<file path="config.mk">
export PLATFORM = sky130hd
export DESIGN_NAME = beta_control_fsm
export DESIGN_NICKNAME = d
export VERILOG_FILES = /design/src/rtl/beta_control_fsm.sv
export SDC_FILE = /design/constraint.sdc
export NUM_CORES = 1
export LEC_CHECK = 0
export ABC_AREA = 1
export BUFFER_PORTS_ARGS = -buffer_cell sky130_fd_sc_hd__buf_2
export CAP_MARGIN = 30
export CORE_AREA = 2 2 53 55
export DETAILED_ROUTE_END_ITERATION = 12
export DIE_AREA = 0 0 55 57
export GPL_TIMING_DRIVEN = 1
export PLACE_DENSITY = 0.8
export SLEW_MARGIN = 5
export SYNTH_ARGS = -nofsm -noshare
export SYNTH_HDL_FRONTEND = slang
export SYNTH_SLANG_ARGS = --single-unit
</file>
<file path="constraint.sdc">
create_clock -name clk -period 1.2 [get_ports clk]
set_input_delay 0.12 -clock clk [delete_from_list [all_inputs] [get_ports clk]]
set_output_delay 0.12 -clock clk [all_outputs]
set_load 0.01 [all_outputs]
</file>
<file path="src/rtl/beta_control_fsm.sv">
// Multi-cycle Beta control sequencer: FETCH/EXEC(/MEM) with a req/ack data-memory port,
// bounded memory timeout and boundary-only IRQ. Define BETA_ILLOP_TRAP_EN to trap undefined opcodes.
module beta_control_fsm #(
  parameter int OPCODE_W    = 6,
  parameter int MEM_TIMEOUT = 16
) (
  input  logic                clk,
  input  logic                reset,
  input  logic [OPCODE_W-1:0] opcode,
  input  logic                Z,
  input  logic                irq,
  input  logic                supervisor,
  input  logic                dmem_ack,
  output logic [3:0]          alufn,
  output logic                asel,
  output logic                bsel,
  output logic                moe,
  output logic                mwr,
  output logic                ra2sel,
  output logic                wasel,
  output logic                werf,
  output logic [1:0]          wdsel,
  output logic [2:0]          pcsel,
  output logic                pc_en,
  output logic                ir_en,
  output logic                dmem_req,
  output logic                mem_err
);

  localparam int CNT_W = (MEM_TIMEOUT > 1) ? $clog2(MEM_TIMEOUT) : 1;
  localparam logic [CNT_W-1:0] TO_LAST = CNT_W'(MEM_TIMEOUT - 1);

  localparam logic [3:0] ALU_ADD = 4'h0;
  localparam logic [3:0] ALU_SUB = 4'h1;
  localparam logic [3:0] ALU_MUL = 4'h2;
  localparam logic [3:0] ALU_AND = 4'h3;
  localparam logic [3:0] ALU_OR  = 4'h4;
  localparam logic [3:0] ALU_XOR = 4'h5;
  localparam logic [3:0] ALU_SHL = 4'h6;
  localparam logic [3:0] ALU_SHR = 4'h7;
  localparam logic [3:0] ALU_BUF = 4'h8;

  localparam logic [OPCODE_W-1:0] OP_LD   = OPCODE_W'(6'h18);
  localparam logic [OPCODE_W-1:0] OP_ST   = OPCODE_W'(6'h19);
  localparam logic [OPCODE_W-1:0] OP_JMP  = OPCODE_W'(6'h1B);
  localparam logic [OPCODE_W-1:0] OP_BEQ  = OPCODE_W'(6'h1C);
  localparam logic [OPCODE_W-1:0] OP_BNE  = OPCODE_W'(6'h1D);
  localparam logic [OPCODE_W-1:0] OP_LDR  = OPCODE_W'(6'h1F);
  localparam logic [OPCODE_W-1:0] OP_ADD  = OPCODE_W'(6'h20);
  localparam logic [OPCODE_W-1:0] OP_SUB  = OPCODE_W'(6'h21);
  localparam logic [OPCODE_W-1:0] OP_MUL  = OPCODE_W'(6'h22);
  localparam logic [OPCODE_W-1:0] OP_AND  = OPCODE_W'(6'h28);
  localparam logic [OPCODE_W-1:0] OP_OR   = OPCODE_W'(6'h29);
  localparam logic [OPCODE_W-1:0] OP_XOR  = OPCODE_W'(6'h2A);
  localparam logic [OPCODE_W-1:0] OP_SHL  = OPCODE_W'(6'h2C);
  localparam logic [OPCODE_W-1:0] OP_SHR  = OPCODE_W'(6'h2D);
  localparam logic [OPCODE_W-1:0] OP_ADDC = OPCODE_W'(6'h30);
  localparam logic [OPCODE_W-1:0] OP_SUBC = OPCODE_W'(6'h31);
  localparam logic [OPCODE_W-1:0] OP_MULC = OPCODE_W'(6'h32);
  localparam logic [OPCODE_W-1:0] OP_ANDC = OPCODE_W'(6'h38);
  localparam logic [OPCODE_W-1:0] OP_ORC  = OPCODE_W'(6'h39);
  localparam logic [OPCODE_W-1:0] OP_XORC = OPCODE_W'(6'h3A);
  localparam logic [OPCODE_W-1:0] OP_SHLC = OPCODE_W'(6'h3C);
  localparam logic [OPCODE_W-1:0] OP_SHRC = OPCODE_W'(6'h3D);

  typedef enum logic [2:0] {S_FETCH, S_EXEC, S_MEM, S_IRQ, S_TRAP} state_t;

  state_t              state_q;
  logic [OPCODE_W-1:0] op_q;
  logic                irq_pend_q, irq_pend_d;
  logic [CNT_W-1:0]    to_cnt_q;

  logic       is_alu, is_cvar, is_ld, is_ldr, is_st, is_jmp, is_beq, is_bne;
  logic       is_mem, is_undef, take_irq, mem_timeout;
  logic [3:0] alu_fn;

  always_comb begin
    is_alu  = 1'b0;
    is_cvar = 1'b0;
    is_ld   = 1'b0;
    is_ldr  = 1'b0;
    is_st   = 1'b0;
    is_jmp  = 1'b0;
    is_beq  = 1'b0;
    is_bne  = 1'b0;
    alu_fn  = ALU_ADD;
    case (op_q)
      OP_ADD:  begin is_alu = 1'b1; alu_fn = ALU_ADD; end
      OP_SUB:  begin is_alu = 1'b1; alu_fn = ALU_SUB; end
      OP_MUL:  begin is_alu = 1'b1; alu_fn = ALU_MUL; end
      OP_AND:  begin is_alu = 1'b1; alu_fn = ALU_AND; end
      OP_OR:   begin is_alu = 1'b1; alu_fn = ALU_OR;  end
      OP_XOR:  begin is_alu = 1'b1; alu_fn = ALU_XOR; end
      OP_SHL:  begin is_alu = 1'b1; alu_fn = ALU_SHL; end
      OP_SHR:  begin is_alu = 1'b1; alu_fn = ALU_SHR; end
      OP_ADDC: begin is_alu = 1'b1; is_cvar = 1'b1; alu_fn = ALU_ADD; end
      OP_SUBC: begin is_alu = 1'b1; is_cvar = 1'b1; alu_fn = ALU_SUB; end
      OP_MULC: begin is_alu = 1'b1; is_cvar = 1'b1; alu_fn = ALU_MUL; end
      OP_ANDC: begin is_alu = 1'b1; is_cvar = 1'b1; alu_fn = ALU_AND; end
      OP_ORC:  begin is_alu = 1'b1; is_cvar = 1'b1; alu_fn = ALU_OR;  end
      OP_XORC: begin is_alu = 1'b1; is_cvar = 1'b1; alu_fn = ALU_XOR; end
      OP_SHLC: begin is_alu = 1'b1; is_cvar = 1'b1; alu_fn = ALU_SHL; end
      OP_SHRC: begin is_alu = 1'b1; is_cvar = 1'b1; alu_fn = ALU_SHR; end
      OP_LD:   is_ld  = 1'b1;
      OP_LDR:  is_ldr = 1'b1;
      OP_ST:   is_st  = 1'b1;
      OP_JMP:  is_jmp = 1'b1;
      OP_BEQ:  is_beq = 1'b1;
      OP_BNE:  is_bne = 1'b1;
      default: ;
    endcase
  end

  assign is_mem      = is_ld | is_ldr | is_st;
  assign is_undef    = ~(is_alu | is_mem | is_jmp | is_beq | is_bne);
  assign take_irq    = irq_pend_q & ~supervisor;
  assign mem_timeout = (state_q == S_MEM) & ~dmem_ack & (to_cnt_q == TO_LAST);
  // A new request arriving in the S_IRQ cycle re-arms the pending flag.
  assign irq_pend_d  = (state_q == S_IRQ) ? irq : (irq_pend_q | irq);

  always_comb begin
    alufn    = ALU_ADD;
    asel     = 1'b0;
    bsel     = 1'b0;
    moe      = 1'b0;
    mwr      = 1'b0;
    ra2sel   = 1'b0;
    wasel    = 1'b0;
    werf     = 1'b0;
    wdsel    = 2'd0;
    pcsel    = 3'd0;
    pc_en    = 1'b0;
    ir_en    = 1'b0;
    dmem_req = 1'b0;
    mem_err  = 1'b0;
    if (!reset) begin
      case (state_q)
        S_FETCH: ir_en = ~take_irq;
        S_EXEC: begin
          if (is_alu) begin
            alufn = alu_fn;
            bsel  = is_cvar;
            wdsel = 2'd1;
            werf  = 1'b1;
            pc_en = 1'b1;
          end else if (is_beq | is_bne) begin
            pcsel = {2'b00, is_beq ? Z : ~Z};
            werf  = 1'b1;
            pc_en = 1'b1;
          end else if (is_jmp) begin
            pcsel = 3'd2;
            werf  = 1'b1;
            pc_en = 1'b1;
          end else if (is_mem) begin
            alufn = is_ldr ? ALU_BUF : ALU_ADD;
            asel  = is_ldr;
            bsel  = ~is_ldr;
          end else if (is_undef) begin
`ifdef BETA_ILLOP_TRAP_EN
            pc_en = 1'b0;
`else
            pc_en = 1'b1;
`endif
          end
        end
        S_MEM: begin
          alufn    = is_ldr ? ALU_BUF : ALU_ADD;
          asel     = is_ldr;
          bsel     = ~is_ldr;
          dmem_req = 1'b1;
          mwr      = is_st;
          ra2sel   = is_st;
          moe      = ~is_st;
          if (dmem_ack) begin
            pc_en = 1'b1;
            werf  = ~is_st;
            wdsel = is_st ? 2'd0 : 2'd2;
          end else begin
            mem_err = mem_timeout;
          end
        end
        S_IRQ: begin
          pcsel = 3'd4;
          wasel = 1'b1;
          werf  = 1'b1;
          pc_en = 1'b1;
        end
        S_TRAP: begin
          pcsel = 3'd3;
          wasel = 1'b1;
          werf  = 1'b1;
          pc_en = 1'b1;
        end
        default: ;
      endcase
    end
  end

  always_ff @(posedge clk) begin
    if (reset) begin
      state_q    <= S_FETCH;
      op_q       <= '0;
      irq_pend_q <= 1'b0;
      to_cnt_q   <= '0;
    end else begin
      irq_pend_q <= irq_pend_d;
      case (state_q)
        S_FETCH: begin
          if (take_irq) begin
            state_q <= S_IRQ;
          end else begin
            op_q    <= opcode;
            state_q <= S_EXEC;
          end
        end
        S_EXEC: begin
          if (is_mem) begin
            state_q  <= S_MEM;
            to_cnt_q <= '0;
          end
`ifdef BETA_ILLOP_TRAP_EN
          else if (is_undef) begin
            state_q <= S_TRAP;
          end
`endif
          else begin
            state_q <= S_FETCH;
          end
        end
        S_MEM: begin
          if (dmem_ack) begin
            state_q <= S_FETCH;
          end else if (mem_timeout) begin
            state_q <= S_TRAP;
          end else begin
            to_cnt_q <= to_cnt_q + CNT_W'(1);
          end
        end
        S_IRQ:   state_q <= S_FETCH;
        S_TRAP:  state_q <= S_FETCH;
        default: state_q <= S_FETCH;
      endcase
    end
  end

endmodule
</file>
==> Yosys cells after proc, flatten, opt, wreduce, memory -nomap -nowiden <==
Cells that the tools add are included.
{ "classes": {"n_addsub": 1, "n_eq_ne": 31, "muxes": 76, "n_bitwise": 17, "reduce_logical": 14} }
{ "op_table": {"columns": ["cell", "count"], "rows": [
  ["6-bit equality test (second input constant)", 16],
  ["1-bit 2-to-1 mux", 46],
  ["6-bit by 5-bit equality test with 1-bit output (second input constant)", 6],
  ["4-bit 2-to-1 mux", 9],
  ["3-bit case mux with 7 select lines", 1],
  ["3-bit case mux with 3 select lines", 2],
  ["2-bit 2-to-1 mux", 8],
  ["4-bit case mux with 2 select lines", 2],
  ["16-bit OR reduction", 1],
  ["2-bit OR reduction", 8],
  ["3-bit 2-to-1 mux", 3],
  ["1-bit OR", 8],
  ["8-bit OR reduction", 1],
  ["3-bit by 2-bit equality test with 1-bit output (second input constant)", 2],
  ["2-bit inequality test (second input constant)", 3],
  ["1-bit NOT", 6],
  ["1-bit case mux with 3 select lines", 2],
  ["4-bit by 1-bit adder with 4-bit output (second input constant)", 1],
  ["4-bit equality test (second input constant)", 1],
  ["1-bit case mux with 2 select lines", 2],
  ["2-bit case mux with 2 select lines", 1],
  ["4-bit AND reduction", 1],
  ["1-bit AND", 3],
  ["3-bit by 1-bit equality test with 1-bit output (second input constant)", 1],
  ["5 further kinds", 5]
]} }
{ "totals": {"register_bits": 14, "input_bits": 12, "out_inout_bits": 20} }

==> Logic depth before layout (Yosys ltp) <==
Gate-level depths: netlist (run 1).
{ "logic_depth": {"word_depth": 15, "depth_mapped": 10, "ltp_nobuf": 10} }

==> Worst setup path before layout (run 1) <==
Ideal clock, no wire load.
{ "synth_path": {"path_type": "reg2out", "start": "register state_q[0]", "end": "output port alufn[3]", "arrival_time_ns": 1.473, "required_ns": 1.080, "slack_ns": -0.393, "stages_incl_launch_ff": 6, "cell_sequence": "dfxtp_1 > inv_2 > nor3_4 > inv_2 > a211oi_1 > buf_4"} }
{ "synth_between": {"elab_chain_cells": 3} }
{ "synth_lines": {"columns": ["element", "line", "text"], "rows": [
  ["start, declared", "68", "state_t state_q;"],
  ["start signal, assigned", "201", "state_q <= S_FETCH;"],
  ["start signal, assigned", "210", "state_q <= S_IRQ;"],
  ["start signal, assigned", "213", "state_q <= S_EXEC;"],
  ["3-bit by 2-bit equality test with 1-bit output or 3-bit by 1-bit equality test with 1-bit output (tied branches)", "137", "case (state_q)"],
  ["4-bit case mux with 2 select lines *", "137", null],
  ["4-bit 2-to-1 mux *", "136", "if (!reset) begin"],
  ["end, declared", "14", "output logic [3:0] alufn,"]
]} }
Mark *: on every way between the ends. The rest lies on a longest branch, timed or not.

==> Final worst setup path (run 1) <==
{ "layout_path": {"start": "register op_q[4]", "end": "output port werf"} }
{ "layout_between": {"elab_chain_cells": 7} }
{ "layout_lines": {"columns": ["element", "line", "text"], "rows": [
  ["start, declared", "69", "logic [OPCODE_W-1:0] op_q;"],
  ["start signal, assigned", "212", "op_q <= opcode;"],
  ["6-bit by 5-bit equality test with 1-bit output", "87", "case (op_q)"],
  ["1-bit 2-to-1 mux", "87", null],
  ["1-bit 2-to-1 mux or 1-bit OR (tied branches)", "150, 146", null],
  ["1-bit 2-to-1 mux", "146", "end else if (is_beq | is_bne) begin"],
  ["1-bit 2-to-1 mux", "140", "if (is_alu) begin"],
  ["1-bit case mux with 3 select lines *", "137", null],
  ["1-bit 2-to-1 mux *", "136", null],
  ["end, declared", "21", "output logic werf,"]
]} }
Marks and branches as above.

==> results of run 1 <==
-- final cells by class --
class	count	area (µm²)
fill	141	415
inverter	27	114
clock buffer	4	36.3
timing repair buffer	88	664
tap	31	38.8
sequential	14	312
multi-input combinational	135	1030
-- layer usage --
layer | track usage [%] | vias to the layer above
met3 | 6.02 | 26
met1 | 31.2 | 789
met4 | 12.2 | 0
met5 | 0 | -
li1 | - | 778
met2 | 43.9 | 79
-- path summary, 6_finish.rpt --
path                                  from     endpoint  slack [ns]  cells after the start
worst max-delay path               op_q[4]         werf       -0.60                      8
worst min-delay path                   irq   irq_pend_q        0.04                      3
worst max register to register     op_q[4]  to_cnt_q[1]       -0.36                     10
worst min register to register  irq_pend_q   irq_pend_q        0.50                      2
-- placed cells by master, fill, tap and decap left out --
cell	instances
xor2_1	1
a21oi_4	1
clkbuf_8	1
buf_4	42
nor4_2	1
a211oi_4	1
nor4_4	1
a21oi_1	9
nand2_1	23
clkbuf_4	3
nor3_4	4
nor3_1	2
nand4_1	7
nor2_4	10
nor2_2	8
nor2_1	12
nand3_2	4
dfxtp_1	3
o21ai_1	2
dfxtp_2	4
buf_2	27
inv_2	10
nand2_2	10
inv_1	12
inv_4	5
dfxtp_4	7
nand4_4	1
o211ai_1	1
nand3_4	6
nand2_4	3
o21ai_2	5
ha_4	1
nor4_1	1
a21oi_2	10
nand3_1	9
o21ai_0	2
buf_6	19
-- critical path, stage by stage (launching register included) --
cell	delay, ns
dfxtp_2	0.36
inv_1	0.09
nor2_4	0.26
buf_4	0.17
o21ai_0	0.06
nand4_1	0.10
nand2_1	0.08
a21oi_2	0.13
buf_2	0.15
-- stage by stage --
step	cells	hold WS, ns	util (%)	power, mW
global placement	280	0.324	68.1	1.12
detailed placement	280	0.336	68.1	1.13
global route	299	0.0487	84.1	1.81
CTS	288	0.0303	75.6	1.54
finish	299	0.0446	84.1	1.72
floorplan	181	0.191	-	0.894
-- state kept, by name, summed over array words and instances, names as in the netlist --
signal	count
op_q	6
irq_pend_q	1
to_cnt_q	4
state_q	3
-- report_power, final --
part / internal, mW / switching, mW / total (mW) / leakage, nW
registers: 0.501 / 0.0656 / 0.567 / 0.121
clock network: 0.185 / 0.164 / 0.348 / 0.0210
logic: 0.366 / 0.441 / 0.808 / 0.856
total: 1.05 / 0.671 / 1.72 / 0.998
-- timing repair --
action	CTS	global route
pin swaps	8	18
cloned	0	1
setup buffers	6	11
resized for setup	40	36
hold buffers	0	0
endpoints found under the setup margin	31	32
-- kinds of logic after synthesis --
kind of cell    Yosys count  synth area share (%)
simple gates            102                  46.6
compound gates           31                  14.9
flops                    14                  24.4
fa+ha+maj                 1                  1.09
buf+inv                  32                  12.2
xor+xnor                  1                 0.763
==> run metrics, run 1 <==
outcome=complete, but fails checks; failing checks=negative setup slack; post-synth cell types=28; Worst-Skew Late Latency=0.28 ns; Leak=0.998 nW; share of the yosys chip area belonging to registers=24.4%; Hold Path Class=in -> reg; Initial DRT Pass Iterations=4; share of cells above drive strength 1=between 60% and 70%; antenna violations before repair=0; critical path startpoint category=flip-flop; worst path required time=1.08 ns; TritonCTS clock tree=yes; final setup TNS=-10.97 ns; Synth async-reset ratio=0%; # DRC=0; area post-placement=0.00178 mm²; flop and latch count out of synthesis=14; Initial Utilization=43.9%; Ports=32; Worst Setup End Kind=output pin; Max FO, Critical Path=4; Worst-Margin Slew=0.424 ns; area grow syn2layout=91.7%; Max Cap Viol=0; # setup viols final=32; PD cells=783 mW/mm²; EDFF count, synth=0; Synth area leaders=dfxtp_1 24%, nand2_1 11%, nor2_1 7.9%; min Tclk post-route=1.80 ns; TritonCTS Buffers=3; Post-DRT Antenna Nets=0; Synth Warn #=0; GRT Overall Usage=26.4%; Wirelength per Cell=16.4 µm; Root Buffer=clkbuf_4; Final WS setup=-0.601 ns; DR iter-0 viols=73; Synth Net Count=194; DP Wirelength=~2700 µm; Cell Rows=19; gr ovfl total=0; vias in the first global route=about 1.5k; top cell type's share of synthesized area=24.4%; final wirelength=4900 µm; clk slew on worst S/H paths=approximately 0.090 ns; antenna cells=0; VDD IR-drop max=around 0.00094 V; DR vias/cell=around 5.6; Die Span X=55 µm; CTS max path bufs=2; final instance area=approximately 0.0022 mm²; via count=1672; Final Wtd Congestion=between 0.8 and 0.9; Hold Violations, Final=0; final worst-path cycle share=150%; count leader, synth=nand2_1; CTS Sinks=14; RSZ-0062 raised after global routing=true; Crit path arrival time=approximately 1.7 ns; mapped cell area=0.00115 mm²; Die H=57 µm; DR WL met2=2460 µm; area of the core=0.00262 mm²; IO buf count=31; M1 WL=1950 µm; first-pass GRT wire length=~6100 µm; Die Footprint=0.00314 mm²; fmax=approximately 560 MHz; WL met3=255 µm; mean post-synth cell area=6.34 µm²; largest area contributor in the netlist=dfxtp_1; largest net degree at the start of global routing=10; most frequent cells after synthesis=33 x nand2_1, 24 x nor2_1, 18 x inv_1, 17 x a21oi_1, 16 x nand3_1; Nets=282; Synth Instances=181; H-tree depth=1; Setup CP Type=reg -> out; setup clock skew after layout=0.000588 ns; Main synth FF type=dfxtp_1; highest routed layer=met4; Slew Viols, Final=0; relative slew slack=71.5%; worst slack at placement=-0.290 ns
Power figures use the tool's default switching activity.
==> inputs of run 2 (changes only) <==
HOLD_SLACK_MARGIN = 0.08   (was default)
==> run 2 against run 1 <==
The run still ends with negative setup slack left. Cell area is 0.85% higher. Routed wire length fell by 2.2%. Non-clock buffer count rose by 2. Die area stayed put. Power is 0.34% lower. Clock skew rose by 0.0074 ns. Clock power about the same. First-iteration DRC count down 9.6%. Via count down 0.96%. Clock-buffer cell count did not move. Global-route usage rose by 0.12 points. Critical path type unchanged. Highest routed layer unchanged.
==> run metrics, run 2 (synthesis gave the netlist of run 1 again) <==
RSZ-0062 raised after global routing=true; via count=1656 (-0.96%); Worst-Skew Late Latency=0.28 ns (about the same); DR vias/cell=5.50 (-1.6%); CTS max path bufs=2 (unchanged); Max FO, Critical Path=4 (unchanged); max FFs per register=6 (unchanged); antenna cells=0 (unchanged); DP Wirelength=2670 µm (unchanged); Max Cap Viol=0 (unchanged); Cell Rows=19 (unchanged); clk slew on worst S/H paths=0.09 ns (about the same); area of the core=0.00262 mm² (unchanged); worst slack at placement=-0.290 ns (unchanged); Non-Filler Instances=301 (+0.67%); # setup viols final=31 (-3.1%); Post-DRT Antenna Nets=0 (unchanged); VDD IR-drop max=0.00104 V (+10%); TritonCTS clock tree=yes; PD cells=774 mW/mm² (-1.2%); Hold Path Class=in -> reg; first-pass GRT wire length=6180 µm (+0.57%); Final WS setup=-0.580 ns (+0.0213 ns); Die H=57 µm (unchanged); Initial Utilization=43.9% (unchanged); Setup CP Type=reg -> out; Initial DRT Pass Iterations=4 (unchanged); Die Footprint=0.00314 mm² (unchanged); Regs by FF count=op_q (6), to_cnt_q (4), state_q (3); CP most frequent cell=inv_1; Worst path slowest cell=dfxtp_2; Root Buffer=clkbuf_4; antenna violations before repair=0 (unchanged); outcome=complete, but fails checks; Leak=1.00 nW (+0.69%); failing checks=negative setup slack; most common cell after layout, fill and taps aside=buf_4; relative slew slack=81.0% (+9.5 points); H-tree depth=1 (unchanged); CTS Sinks=14 (unchanged); gr ovfl total=0 (unchanged); fmax=562 MHz (+1.2%); Register Area=312 µm² (unchanged); dpl cells=280 (unchanged); fill count=148 (+5.0%); Worst Setup End Kind=output pin; Ports=32 (unchanged); CP cell instances=inv_1 -> nor2_4 -> nand3_4 -> nand3_2 -> nand3_1 -> nand2_1 -> inv_1 -> a21oi_2 -> buf_2; min Tclk post-route=1.78 ns (-0.0213 ns); Wirelength per Cell=15.9 µm (-2.9%); # DRC=0 (unchanged); largest net degree at the start of global routing=10 (unchanged); GRT Overall Usage=26.5% (+0.12 points); setup clock skew after layout=0.00800 ns (+0.00742 ns); Hold Violations, Final=0 (unchanged); area of the multi-input gates=0.00103 mm² (-0.48%); Nets=284 (+0.71%); final worst-path cycle share=148% (-1.8 points); Crit path arrival time=1.66 ns (-0.02 ns); largest reg by FF count=op_q; area grow syn2layout=93.3%; worst path required time=1.08 ns (about the same); vias in the first global route=1423 (-2.2%); Final Wtd Congestion=0.833 (unchanged); commonest cells after routing, fill and taps aside=41 x buf_4, 27 x buf_2, 23 x nand2_1; final setup TNS=-10.25 ns (+0.721 ns); share of cells above drive strength 1=68.5% (-0.14 points); DR iter-0 viols=66 (-9.6%); final wirelength=4790 µm (-2.2%); critical path startpoint category=flip-flop; Worst-Margin Slew=0.283 ns (-0.141 ns); CP peak stage delay=0.36 ns (about the same); Hold WS=0.101 ns (+0.0567 ns); TritonCTS Buffers=3 (unchanged); Slew Viols, Final=0 (unchanged); IO buf count=31 (unchanged); Die Span X=55 µm (unchanged)
## run 2: critical path: cells and delay by family (launching register included)
family / cells / cell delay (ns)
AOI/OAI and AO/OA: 1 / 0.09
buffers and inverters: 3 / 0.28
DFF: 1 / 0.36
and+or+nand+nor: 5 / 0.64
## run 2: path summary, 6_finish.rpt
| kind | slack, ns | cells past startpoint | startpoint | endpoint |
|---|---|---|---|---|
| worst max register to register | -0.36 | 10 | op_q[4] | to_cnt_q[1] |
| worst max-delay path | -0.58 | 9 | op_q[4] | bsel |
| worst min-delay path | 0.10 | 3 | opcode[4] | op_q[4] |
| worst min register to register | 0.50 | 2 | irq_pend_q | irq_pend_q |
## run 2: cell type report
type / count / share of cell area [%]
clock buffer: 4 / 1.64
inverter: 27 / 5.13
multi-input combinational: 135 / 46.4
sequential: 14 / 14.0
tap: 31 / 1.75
timing repair buffer: 90 / 31.0
## run 2: power by group
part	switching, mW	total [mW]	internal, mW
Clock	0.166	0.350	0.185
Sequential	0.0664	0.568	0.501
Combinational	0.428	0.799	0.371
Total	0.660	1.72	1.06
## run 2: what timing repair did
action                                 4_1_cts  5_1_grt
resized for setup                           40       37
pin swaps                                    8       19
hold buffers                                 2        0
setup endpoints to repair                   31       32
endpoints found under the hold margin        2        0
cloned                                       0        1
setup buffers                                6       11
## run 2: layer usage
metal | vias up | global-route usage, % | share of wire, %
met5 | - | 0 | 0
met4 | 0 | 10.5 | 4.0
met3 | 22 | 5.24 | 5.4
met2 | 69 | 44.0 | 51
met1 | 781 | 32.7 | 40
li1 | 784 | - | -
## run 2: metrics by stage
step | power [mW] | util (%) | instance area, µm²
floorplan | 0.894 | - | 1310
global placement | 1.12 | 68.1 | 1780
detailed placement | 1.13 | 68.1 | 1780
CTS | 1.54 | 76.3 | 2000
global route | 1.80 | 84.8 | 2220
finish | 1.72 | 84.8 | 2220
